[src/rtl/axi_ram_store.sv]
// Dual-port 128-bit word store behind the AXI4-Lite RAM bridge.
// Port A writes (optionally one 32-bit lane), port B reads; the array is swept to INIT_VALUE after reset.
module axi_ram_store #(
  parameter int unsigned DEPTH        = 8,
  parameter logic [127:0] INIT_VALUE  = '0,
  parameter bit          LANE_WRITE   = 1'b1,
  parameter int unsigned READ_LATENCY = 1
) (
  input  logic         clk,
  input  logic         resetn,
  input  logic         we,
  input  logic [31:0]  addra,
  input  logic [127:0] wdata,
  input  logic         re,
  input  logic [31:0]  addrb,
  output logic [127:0] rdata,
  output logic         rvalid,
  output logic         init_busy,
  output logic [15:0]  drop_cnt
);

  localparam int unsigned AW = (DEPTH > 1) ? $clog2(DEPTH) : 1;
  localparam int unsigned DW = 128;
  localparam int unsigned LW = 32;
  localparam int unsigned CW = 16;
  localparam int unsigned SW = CW + 1;

  typedef enum logic {
    S_INIT = 1'b0,
    S_RUN  = 1'b1
  } state_t;

  state_t        state;
  state_t        state_nxt;
  logic [AW-1:0] ptr;
  logic [DW-1:0] mem [DEPTH];

  logic [AW-1:0] wa_c;
  logic [AW-1:0] ra_c;
  logic [1:0]    lane_c;
  logic          in_init_c;
  logic [SW-1:0] drop_sum_c;
  logic          unused_addr_bits;

  assign wa_c      = addra[AW+3:4];
  assign ra_c      = addrb[AW+3:4];
  assign lane_c    = addra[3:2];
  assign in_init_c = (state == S_INIT);

  // Address bits above the word index alias; byte/lane offsets below are not used for reads.
  assign unused_addr_bits = ^{addra[31:AW+4], addra[1:0], addrb[31:AW+4], addrb[3:0]};

  // State register
  always_ff @(posedge clk or negedge resetn) begin
    if (!resetn) begin
      state <= S_INIT;
    end else begin
      state <= state_nxt;
    end
  end

  // Next-state: leave the sweep once the last word has been cleared
  always_comb begin
    state_nxt = state;
    case (state)
      S_INIT: if (ptr == AW'(DEPTH - 1)) state_nxt = S_RUN;
      S_RUN:  state_nxt = S_RUN;
      default: state_nxt = S_INIT;
    endcase
  end

  // Sweep pointer, busy flag and saturating drop counter
  assign drop_sum_c = SW'(drop_cnt) + SW'(we) + SW'(re);

  always_ff @(posedge clk or negedge resetn) begin
    if (!resetn) begin
      ptr       <= '0;
      init_busy <= 1'b1;
      drop_cnt  <= '0;
    end else begin
      init_busy <= (state_nxt == S_INIT);
      if (in_init_c) begin
        ptr <= ptr + AW'(1);
        if (we || re) begin
          drop_cnt <= drop_sum_c[CW] ? '1 : drop_sum_c[CW-1:0];
        end
      end
    end
  end

  // Array: not reset, cleared by the sweep; accesses during the sweep are ignored
  always_ff @(posedge clk) begin
    if (in_init_c) begin
      mem[ptr] <= INIT_VALUE;
    end else if (we) begin
      if (LANE_WRITE) begin
        mem[wa_c][{lane_c, 5'd0} +: LW] <= wdata[{lane_c, 5'd0} +: LW];
      end else begin
        mem[wa_c] <= wdata;
      end
    end
  end

  // First read stage: read-first against a same-cycle write; dropped reads return zero
  logic          s1_valid;
  logic [DW-1:0] s1_data;

  always_ff @(posedge clk or negedge resetn) begin
    if (!resetn) begin
      s1_valid <= 1'b0;
      s1_data  <= '0;
    end else begin
      s1_valid <= re;
      if (re) begin
        s1_data <= in_init_c ? '0 : mem[ra_c];
      end
    end
  end

  generate
    if (READ_LATENCY >= 2) begin : g_lat2
      logic          s2_valid;
      logic [DW-1:0] s2_data;

      always_ff @(posedge clk or negedge resetn) begin
        if (!resetn) begin
          s2_valid <= 1'b0;
          s2_data  <= '0;
        end else begin
          s2_valid <= s1_valid;
          if (s1_valid) begin
            s2_data <= s1_data;
          end
        end
      end

      assign rvalid = s2_valid;
      assign rdata  = s2_data;
    end else begin : g_lat1
      assign rvalid = s1_valid;
      assign rdata  = s1_data;
    end
  endgenerate

endmodule

[config.mk]
export PLATFORM = sky130hd
export DESIGN_NAME = axi_ram_store
export DESIGN_NICKNAME = d
export VERILOG_FILES = /design/src/rtl/axi_ram_store.sv
export SDC_FILE = /design/constraint.sdc
export NUM_CORES = 1
export LEC_CHECK = 0
export ABC_AREA = 1
export BUFFER_PORTS_ARGS = -buffer_cell sky130_fd_sc_hd__buf_2
export CAP_MARGIN = 20
export CORE_MARGIN = 4
export CORE_UTILIZATION = 37
export DETAILED_ROUTE_END_ITERATION = 12
export HOLD_SLACK_MARGIN = 0.08
export PLACE_DENSITY = 0.59
export SYNTH_ARGS = -nofsm -noshare
export SYNTH_HDL_FRONTEND = slang
export SYNTH_SLANG_ARGS = --single-unit
export TNS_END_PERCENT = 5
[constraint.sdc]
create_clock -name clk -period 2.95 [get_ports clk]
set_input_delay 0.59 -clock clk [delete_from_list [all_inputs] [get_ports clk]]
set_output_delay 0.59 -clock clk [all_outputs]
set_load 0.005 [all_outputs]
### Yosys cells after proc, flatten, opt, wreduce, memory -nomap -nowiden

Memory sizes are Yosys's and may differ from the RTL's.
Cells that the tools add are included.

* register bits: 150
* bits in writable memories: 1024
* input port bits: 196
* output and inout bits: 146
* logic and storage cells: 31
* memories kept: 1

* $add $sub $neg: 4
* equal/unequal tests: 1
* shift operators: 3
* multiplexer cells: 11
* bitwise logic cells: 2
* reductions and logical operators: 3

Memories
* mem: words 8, width 128, rd ports 1, clocked after memory_dff 0, wr ports 1, line 36 `logic [DW-1:0] mem [DEPTH];`

Operators with widths (count)
* 128-bit 2-to-1 mux: 4
* 128-bit OR reduction: 1
* 32-bit by 9-bit variable shift with 128-bit output, first input constant: 1
* 128-bit by 8-bit variable part select with 32-bit output: 1
* 32-bit by 9-bit variable part select with 128-bit output: 1
* 16-bit by 1-bit adder with 17-bit output: 1
* 17-bit by 1-bit adder with 17-bit output: 1
* 16-bit 2-to-1 mux: 1
* 7-bit negation with 9-bit output: 1
* 1-bit 2-to-1 mux: 4
* 3-bit by 1-bit adder with 3-bit output, second input constant: 1
* 3-bit == test, second input constant: 1
* 3-bit 2-to-1 mux: 1
* 1-bit inverter: 2
* 1-bit one-hot mux with 2 select lines: 1
* 2-bit AND reduction: 1
* 1-bit logical OR: 1

### Logic depth before layout (Yosys ltp)

Gate-level depths: netlist of the first run.

* word-level depth: 5
* depth in mapped cells: 12
* mapped depth without buffers: 11

### Least setup slack after synthesis of the first run

OpenSTA, ideal clock, no wires.

* kind: input to register
* from: input addra[3]
* to: memory mem[0][0] (enable)
* library setup time: 0.421 ns
* data arrival time: 3.172 ns
* data required time: 2.529 ns
* path slack: -0.643 ns
* cell stages on the path: 7
* buffers on the path: 3
* cell sequence: clkbuf_1 -> inv_1 -> buf_1 -> ha_1 -> clkbuf_1 -> a21oi_1 -> nor2_1

* longest elaborated chain between the ends: 5
* elaborated cells between the ends (all ways): 6
* classes of those cells: add/sub (1); shift (1); mux (3); reduce/logical (1)

Ends and longest elaborated chain
* start: declaration: line 12 `input logic [31:0] addra,`
* 7-bit negation with 9-bit output *: line 97 `mem[wa_c][{lane_c, 5'd0} +: LW] <= wdata[{lane_c, 5'd0} +: LW];`
* 32-bit by 9-bit variable shift with 128-bit output *: line 97
* 128-bit 2-to-1 mux (implied by the code) *: line 97
* 128-bit OR reduction (no line)
* 3-bit 2-to-1 mux (no line) / 128-bit 2-to-1 mux (equally long branches)
* end: declaration: line 36

Every way passes the cells marked *; elsewhere a longest branch is shown, timed or not.

### Final worst setup path of the first run

* from: register state
* to: memory mem[5][59] (enable)

* longest elaborated chain between the ends: 4
* elaborated cells between the ends (all ways): 6
* classes of those cells: mux (5); reduce/logical (1)

Ends and longest elaborated chain
* start: declaration: line 33 `state_t state;`
* start signal: assignment: line 58 `state <= state_nxt;`
* 1-bit 2-to-1 mux: line 93 `if (in_init_c) begin`
* 128-bit 2-to-1 mux (implied by the code): line 97
* 128-bit OR reduction (no line)
* 3-bit 2-to-1 mux (no line) / 128-bit 2-to-1 mux (equally long branches)

Parallel ways exist; a longest one is shown, timed or not.

==> results.txt, run 1 <==
- The run finished with clean final reports.
- Across all hold checks on the routed design, the worst slack comes to between 0.1 and 0.15 ns.
* Post-Synthesis Net Count: approximately 4400
- The average instance in the mapped netlist occupies ~12 sq um.
- Latest clock arrival within the worst-skew pair: roughly 0.71 ns
- In the global route stage, overall resource usage came out at 0.1884.
- 1st-pass router iterations: 5
* Worst max-slew margin expressed relative to the limit: 0.3070
- Library cell contributing the largest single delay on the critical path: dfrtp_1
- Summed over all cells, the static leakage comes to about 24 nW.
- Summing every instance area after synthesis gives roughly 0.05 sq mm.
- Of the cells placed in the final design, the portion with a size suffix greater than 1 is 0.1969.
* Gate count after technology mapping: approximately 4200
* Starting Density: 0.3744
- Cell type group with the largest total delay on the critical path: simple AND/OR/NAND/NOR gates
- Die footprint: approximately 0.14 sq mm
- Global placement routability congestion: slightly above 0.8
- After clock tree synthesis, the clock-pin slew on the worst setup and hold paths is approximately 0.06 ns.
- Global route total overflow: 0
- After synthesis, the share of flip-flops with an asynchronous set or reset is 0.1278.
- RSZ-0062 raised after global routing: false
* CP Data Required Time: approximately 3.3 ns
- Of the synthesized area, sequential elements account for 0.6870.
- Yosys instantiated no cell more often than edfxtp_1.
- The die is 376.4 microns wide.
- At the end of the flow the core is filled with cells to 0.4359.
- Dividing total power by cell area gives a power density of a little over 600 mW/mm^2.
- Gates resized during post-CTS repair numbered 0.
- Using the TritonRoute via totals, the vias-per-cell ratio works out to 5.023.
* CTS tree: yes
- Number of violations of the max-capacitance limit: 0
- Final nets: 4704
- Clock tree buffer depth: 3
- The detailed router finished its first iteration with ~2800 violations.
- Ranked by total cell area, the synthesized netlist is headed by edfxtp_1 61%, dfrtp_1 7.4%, nand2_1 5.5%.
- Clk root buf: clkbuf_16
- The critical path contains buffers and inverters numbering 2 combined.
* Achievable Freq: approximately 400 MHz
* # rows: 134
- Cell area after layout: 0.05846 sq mm
* Detail-routed net length per standard cell: approximately 21 microns
- Yosys reg bits: ~1200
* Yosys Warn Count: 0
- H-Tree Depth: 3
- Once detail routing completed, the nets flagged for antenna violations numbered 0.
* Max IR drop VDD: approximately 0.47 mV
- Global-route wire length before repair: ~200000 microns
* Initial antenna violation count: 5
- Top fanout value on the critical path: 32
* IO Count: ~340
- Counting distinct cell types in the post-synthesis netlist gives 31.
* Shortest clock period the worst path allows after layout: between 2 and 2.5 ns
* Final clock period utilization by the worst path: 0.8264
* Die extent in y: between 300 and 400 microns
- Final setup violating endpoints: 0
- Via count of the first global-routing pass: ~31000
* HPWL after detailed placement: around 83000 microns
* Clock tree sinks: between 1000 and 1500
* Post-synthesis cell type with the largest combined area: edfxtp_1
* Number of cells in the design after placement: between 6000 and 7000
- Type of the worst setup path: reg2reg
- Buffers inserted to repair hold after CTS numbered 1.
* Residual DRC: 0
* Worst min-delay path class: in2reg
* Instance area at placement: roughly 0.055 sq mm
- Clock buffer count from CTS: roughly 120
- The critical path goes through nand2_2 -> o21ai_0 -> inv_1 -> nor2_1 -> nand2_1 -> nor2_4 -> buf_12.
- The number of pins with negative max-slew slack in the final report is 0.
- Number of enable flip-flop cells after synthesis: roughly 1000
- Post-CTS setup-driven buffer insertion count: 0
- The routed design has 135000 microns of wire.
* Endpoints failing hold: 0
- Synth cell count leaders: 1024 x edfxtp_1, 732 x nand2_1, 546 x inv_1
- The routed layout has around 32000 vias.
- Top cell type's share of synthesized area: 0.6123
- Arrival @ worst endpoint: ~2.8 ns
* Most instantiated flip-flop cell in the synthesis netlist: edfxtp_1
* Startpoint type of the worst setup path: flop
- In this run the tool buffered the top-level ports with about 290 buffer cells.
* Final cell count without fillers: 6376
* Area growth syn-to-layout: 16.41%
* Tightest Pin Transition: 1.032 ns
- Entering global routing, the biggest net connects ~130 pins.
* Area of the placeable core: roughly 0.13 sq mm
- CP Capture Type: flop
- Worst setup skew after layout: between 0.03 and 0.04 ns
* Slowest Stage Delay on Critical Path: around 0.59 ns
==> per-layer routing <==
metal	vias up	routed length, microns	GRT usage	share of wire
li1	15260	-	-	-
met3	201	9524	0.03749	0.071
met5	-	0	0	0
met1	15580	59830	0.2612	0.44
met2	985	60360	0.2914	0.45
met4	0	5304	0.07616	0.039
==> final cells by class <==
| class | count | area, sq um |
|---|---|---|
| flip-flops and latches | 1174 | 34500 |
| fillers | 12300 | 75660 |
| well taps | 1768 | 2212 |
| clock inverters | 51 | 638.1 |
| multi-input cells | 2213 | 12160 |
| clock buffers | 176 | 3283 |
| inverters | 547 | 2071 |
| repair buffers | 445 | 3593 |
| diodes | 2 | 5.005 |
==> path summary, 6_finish.rpt <==
path,start,slack [ns],to,cells after the start
min in group asynchronous,resetn,0.52,rdata[19],2
max in group asynchronous,resetn,1.68,init_busy,3
worst max-delay path,state,0.51,mem[5][59],7
worst min-delay path,re,0.13,rvalid,1
worst min register to register,rdata[89],0.47,rdata[89],2
worst max register to register,state,0.51,mem[5][59],7
==> cells by family (layout without fill, tap and decap cells) <==
logic type | count (synthesis) | count (layout) | share of synthesized area
buf+inv | 820 | 1219 | 0.07596
other cells | 0 | 2 | 0
simple gates | 1543 | 1543 | 0.1357
compound gates | 658 | 658 | 0.09843
fa+ha+maj | 8 | 8 | 0.002142
xor+xnor | 4 | 4 | 0.0006977
flops | 1174 | 1174 | 0.6870
==> registers in the layout, indices dropped and copies added (netlist names) <==
name       count
rdata        128
drop_cnt      16
init_busy      1
mem         1024
ptr            3
rvalid         1
state          1
==> through the flow <==
stage	setup WS [ns]	power, mW	TNS (ns)
3_5_place_dp	0.07199	21.66	0
2_1_floorplan	-0.3777	20.32	-312.74
5_1_grt	0.3293	37.79	0
6_report	0.5123	36.43	0
3_3_place_gp	0.07661	21.63	0
4_1_cts	0.5319	36.81	0
==> report_power, final <==
group	switching [mW]	internal (mW)	total, mW
clock	6.30	8.85	15.1
sequential	0.159	18.2	18.4
combinational	1.93	0.954	2.89
total	8.39	28.0	36.4
==> placed cells by master (no fill, tap or decap), types with 3 or more instances in the layout <==
cell,instances
dfrtp_1,149
nor2_4,32
inv_1,541
a21oi_1,129
nor3_1,35
buf_12,74
clkbuf_16,120
nand3_1,467
clkinvlp_4,3
nand4_1,37
nor2_1,119
clkbuf_8,8
a21oi_2,4
o211ai_2,137
ha_1,7
o211ai_1,247
o21ai_0,139
inv_6,5
clkinv_2,10
buf_2,280
edfxtp_1,1024
buf_4,85
clkbuf_1,49
bufinv_16,13
clkinv_8,3
clkinv_1,16
nand2_1,732
nand2_2,117
inv_4,3
No activity file was read; power rests on OpenSTA's default activity.
==> inputs of run 2 (changes only) <==
- PLACE_DENSITY: 0.59 -> 0.57
- clock period: 2.95 -> 2.5 ns (I/O delays scaled with it)
==> run 2 against run 1 <==
  * Clock skew fell by 0.0031 ns
  * Sequential power rose by 18%
  * Global-route usage rose by 0.65 points
  * Critical path type unchanged
  * Largest cell class unchanged
==> results.txt, run 2 (synthesized netlist as in run 1, its figures left out) <==
- The number of detailed-routing iterations run before antenna repair was 8 (+3).
- Global route total overflow: 0 (unchanged)
* Total buffers and inverters traversed by the critical path: 3 (+1)
* Via total after detailed routing: 32780 (+2.3%)
- Share of the core filled with cells in the final layout: 0.4484 (+0.01254)
* Fraction of final layout cells sized beyond drive strength 1: 0.2262 (+0.02925)
- The flop-to-flop setup slack came to 0.16 ns (-0.35 ns).
- Clock buffer count from CTS: 120 (+0.84%)
- The initial detailed-routing violation count is 2662 (-4.7%).
* Sum Neg Setup Slack: 0 ns (unchanged)
* Clk root buf: clkbuf_16
- The number of instances resized during post-cts repair came to 0 (unchanged).
- The maximum fanout along the worst path is 32 (unchanged).
- Final nets: 4859 (+3.3%)
* Final setup violating endpoints: 0 (unchanged)
- The number of pins with negative max-slew slack in the final report came to 0 (unchanged).
* Static leakage: 24.65 nW (+4.1%)
* Area growth syn-to-layout: 19.76%
* Starting Density: 0.3744 (unchanged)
* Worst min-delay path class: in2async
- Traced cell by cell, the critical path runs through nand2_2 -> o21ai_0 -> inv_1 -> nor2_1 -> nand2_1 -> buf_4 -> nor2_4 -> buf_12.
- The required time reported for the critical path endpoint was 2.88 ns (-0.43 ns).
* Area of the placeable core: 0.1341 sq mm (unchanged)
* Design Power: 43.61 mW (+20%)
* Register bank with the most flops: mem
- The peak supply drop came to 0.5364 mV (+15%).
- The final critical-path share of the clock period is 0.9351 (+0.1087).
- Among cell families on the critical path, the largest total delay comes from compound AO/OA/AOI/OAI gates.
- Worst max-slew margin expressed relative to the limit: 0.3505 (+0.04357)
- Arrival @ worst endpoint: 2.72 ns (-0.08 ns)
- CP Capture Type: flop
* Launching point of the worst reg2reg path: state
- Latest clock arrival within the worst-skew pair: 0.74 ns (+0.03 ns)
* Power per Cell Area: 725.1 mW/mm^2 (+16%)
- The flip-flop count of the largest register, all copies and words added is 1024 (unchanged).
- The HPWL after detailed placement is 90470 microns (+8.7%).
* Die extent in y: 376.4 microns (unchanged)
* RSZ-0062 raised after global routing: false
- Achievable Freq: 427.8 MHz (+4.3%)
- Clock transition at the register clock pins on the worst setup and hold paths after CTS: 0.07 ns (about the same)
- Post-detailed-routing wire length: 139900 microns (+3.6%)
- The horizontal die dimension came to 376.4 microns (unchanged).
- The number of fill cells in the layout came to 12130 (-1.3%).
* # rows: 134 (unchanged)
- Commonest cells after routing, fill and taps aside: 1024 x edfxtp_1, 732 x nand2_1, 541 x inv_1
* Global-route wire length before repair: 206700 microns (+3.1%)
- Leaving out fill and tap cells, the most frequent cell in the layout is edfxtp_1.
- Result of the run: complete, no violations
- Terminus of the critical flop-to-flop path: mem[0][11]
- The minimum period implied by the final worst setup slack is 2.338 ns (-0.1001 ns).
- Largest net degree at the start of global routing: 98 (-24%)
- The maximum number of buffers from clock root to sink came to 3 (unchanged).
* Routed vias/inst: 5.018 (about the same)
* IO Count: 342 (unchanged)
* Library cell contributing the largest single delay on the critical path: o21ai_0
* Worst setup skew after layout: 0.03215 ns (-0.003132 ns)
- The initial antenna violation count came to 3 (-2).
- Tightest Pin Transition: 0.9742 ns (-0.05742 ns)
* Path depth of the worst reg2reg path: 8 (+1)
- Residual DRC: 0 (unchanged)
- CTS tree: yes
- The via count of the first global-routing pass came to 31730 (+1.5%).
* Slowest Stage Delay on Critical Path: 0.55 ns (-0.04 ns)
- STA classifies the critical path startpoint as a flop.
* Endpoints failing hold: 0 (unchanged)
* Global placement routability congestion: 0.8148 (about the same)
* Detail-routed net length per standard cell: 21.42 microns (+1.2%)
- Clock tree sinks: 1174 (unchanged)
* Number of violations of the max-capacitance limit: 0 (unchanged)
- Final ANT Viol Nets: 0 (unchanged)
* Combined global-route utilization of all metal layers: 0.1949 (+0.006492)
* H-Tree Depth: 3 (unchanged)
- The critical path in this run is classified as reg2reg.
- The die area came to 0.1417 sq mm (unchanged).
* Quantity of I/O buffers inserted on ports: 285 (unchanged)
## run 2: changes by cell type in the layout (fill, tap and decap cells not counted), moves of 2 or more
cell	delta
clkbuf_16	+2
clkinv_2	+8
clkinv_8	-3
clkbuf_1	-21
clkinvlp_4	+2
buf_4	+121
clkinv_4	+2
inv_6	+3
buf_12	+33
clkinv_1	+6
## run 2: power breakdown
part	internal [mW]	leakage (nW)	total, mW	switching [mW]
clock network	10.7	1.96	18.3	7.60
logic	1.28	9.64	3.65	2.36
registers	21.5	13.0	21.7	0.194
total	33.5	24.7	43.6	10.2
## run 2: worst max-delay path by stage
stage | cells past startpoint | slack (ns) | endpoint | start
floorplan | 7 | -0.26 | mem[1][100] | we
global placement | 8 | -0.21 | mem[0][106] | addra[3]
detailed placement | 8 | -0.25 | mem[0][106] | addra[3]
global route | 10 | 0.09 | mem[7][9] | state
CTS | 10 | 0.23 | mem[7][11] | state
finish | 8 | 0.16 | mem[0][11] | state
## run 2: area by class of cell
type	instances	area [sq um]	share of cell area
Sequential cell	1174	34500	0.5737
Multi-Input combinational cell	2213	12160	0.2021
Timing Repair Buffer	599	5165	0.08587
Clock buffer	158	3268	0.05434
Tap cell	1768	2212	0.03678
Inverter	547	2071	0.03443
Clock inverter	71	765.7	0.01273
Antenna cell	1	2.502	0.00004161
## run 2: through the flow
stage / cell area [sq um] / hold slack [ns] / instances / setup WS (ns)
after floorplan: 50400 / 0.2044 / 4207 / -0.2640
after global placement: 56090 / 0.4573 / 6299 / -0.2054
after detailed placement: 56090 / 0.4613 / 6299 / -0.2540
after CTS: 60140 / 0.2337 / 6530 / 0.2311
after global routing: 60140 / 0.2795 / 6530 / 0.08854
final: 60150 / 0.2975 / 6531 / 0.1624
## run 2: timing repair
| item | in CTS | in global routing |
|---|---|---|
| hold endpoints to repair | 36 | 0 |
| setup buffers | 0 | 0 |
| hold buffers | 2 | 0 |
## run 2: routing by layer
layer | up-vias | GRT usage | share of wire
met5 | - | 0 | 0.00010
met4 | 2 | 0.06616 | 0.031
met3 | 178 | 0.03667 | 0.069
met2 | 977 | 0.3036 | 0.45
met1 | 16060 | 0.2749 | 0.45
li1 | 15560 | - | -
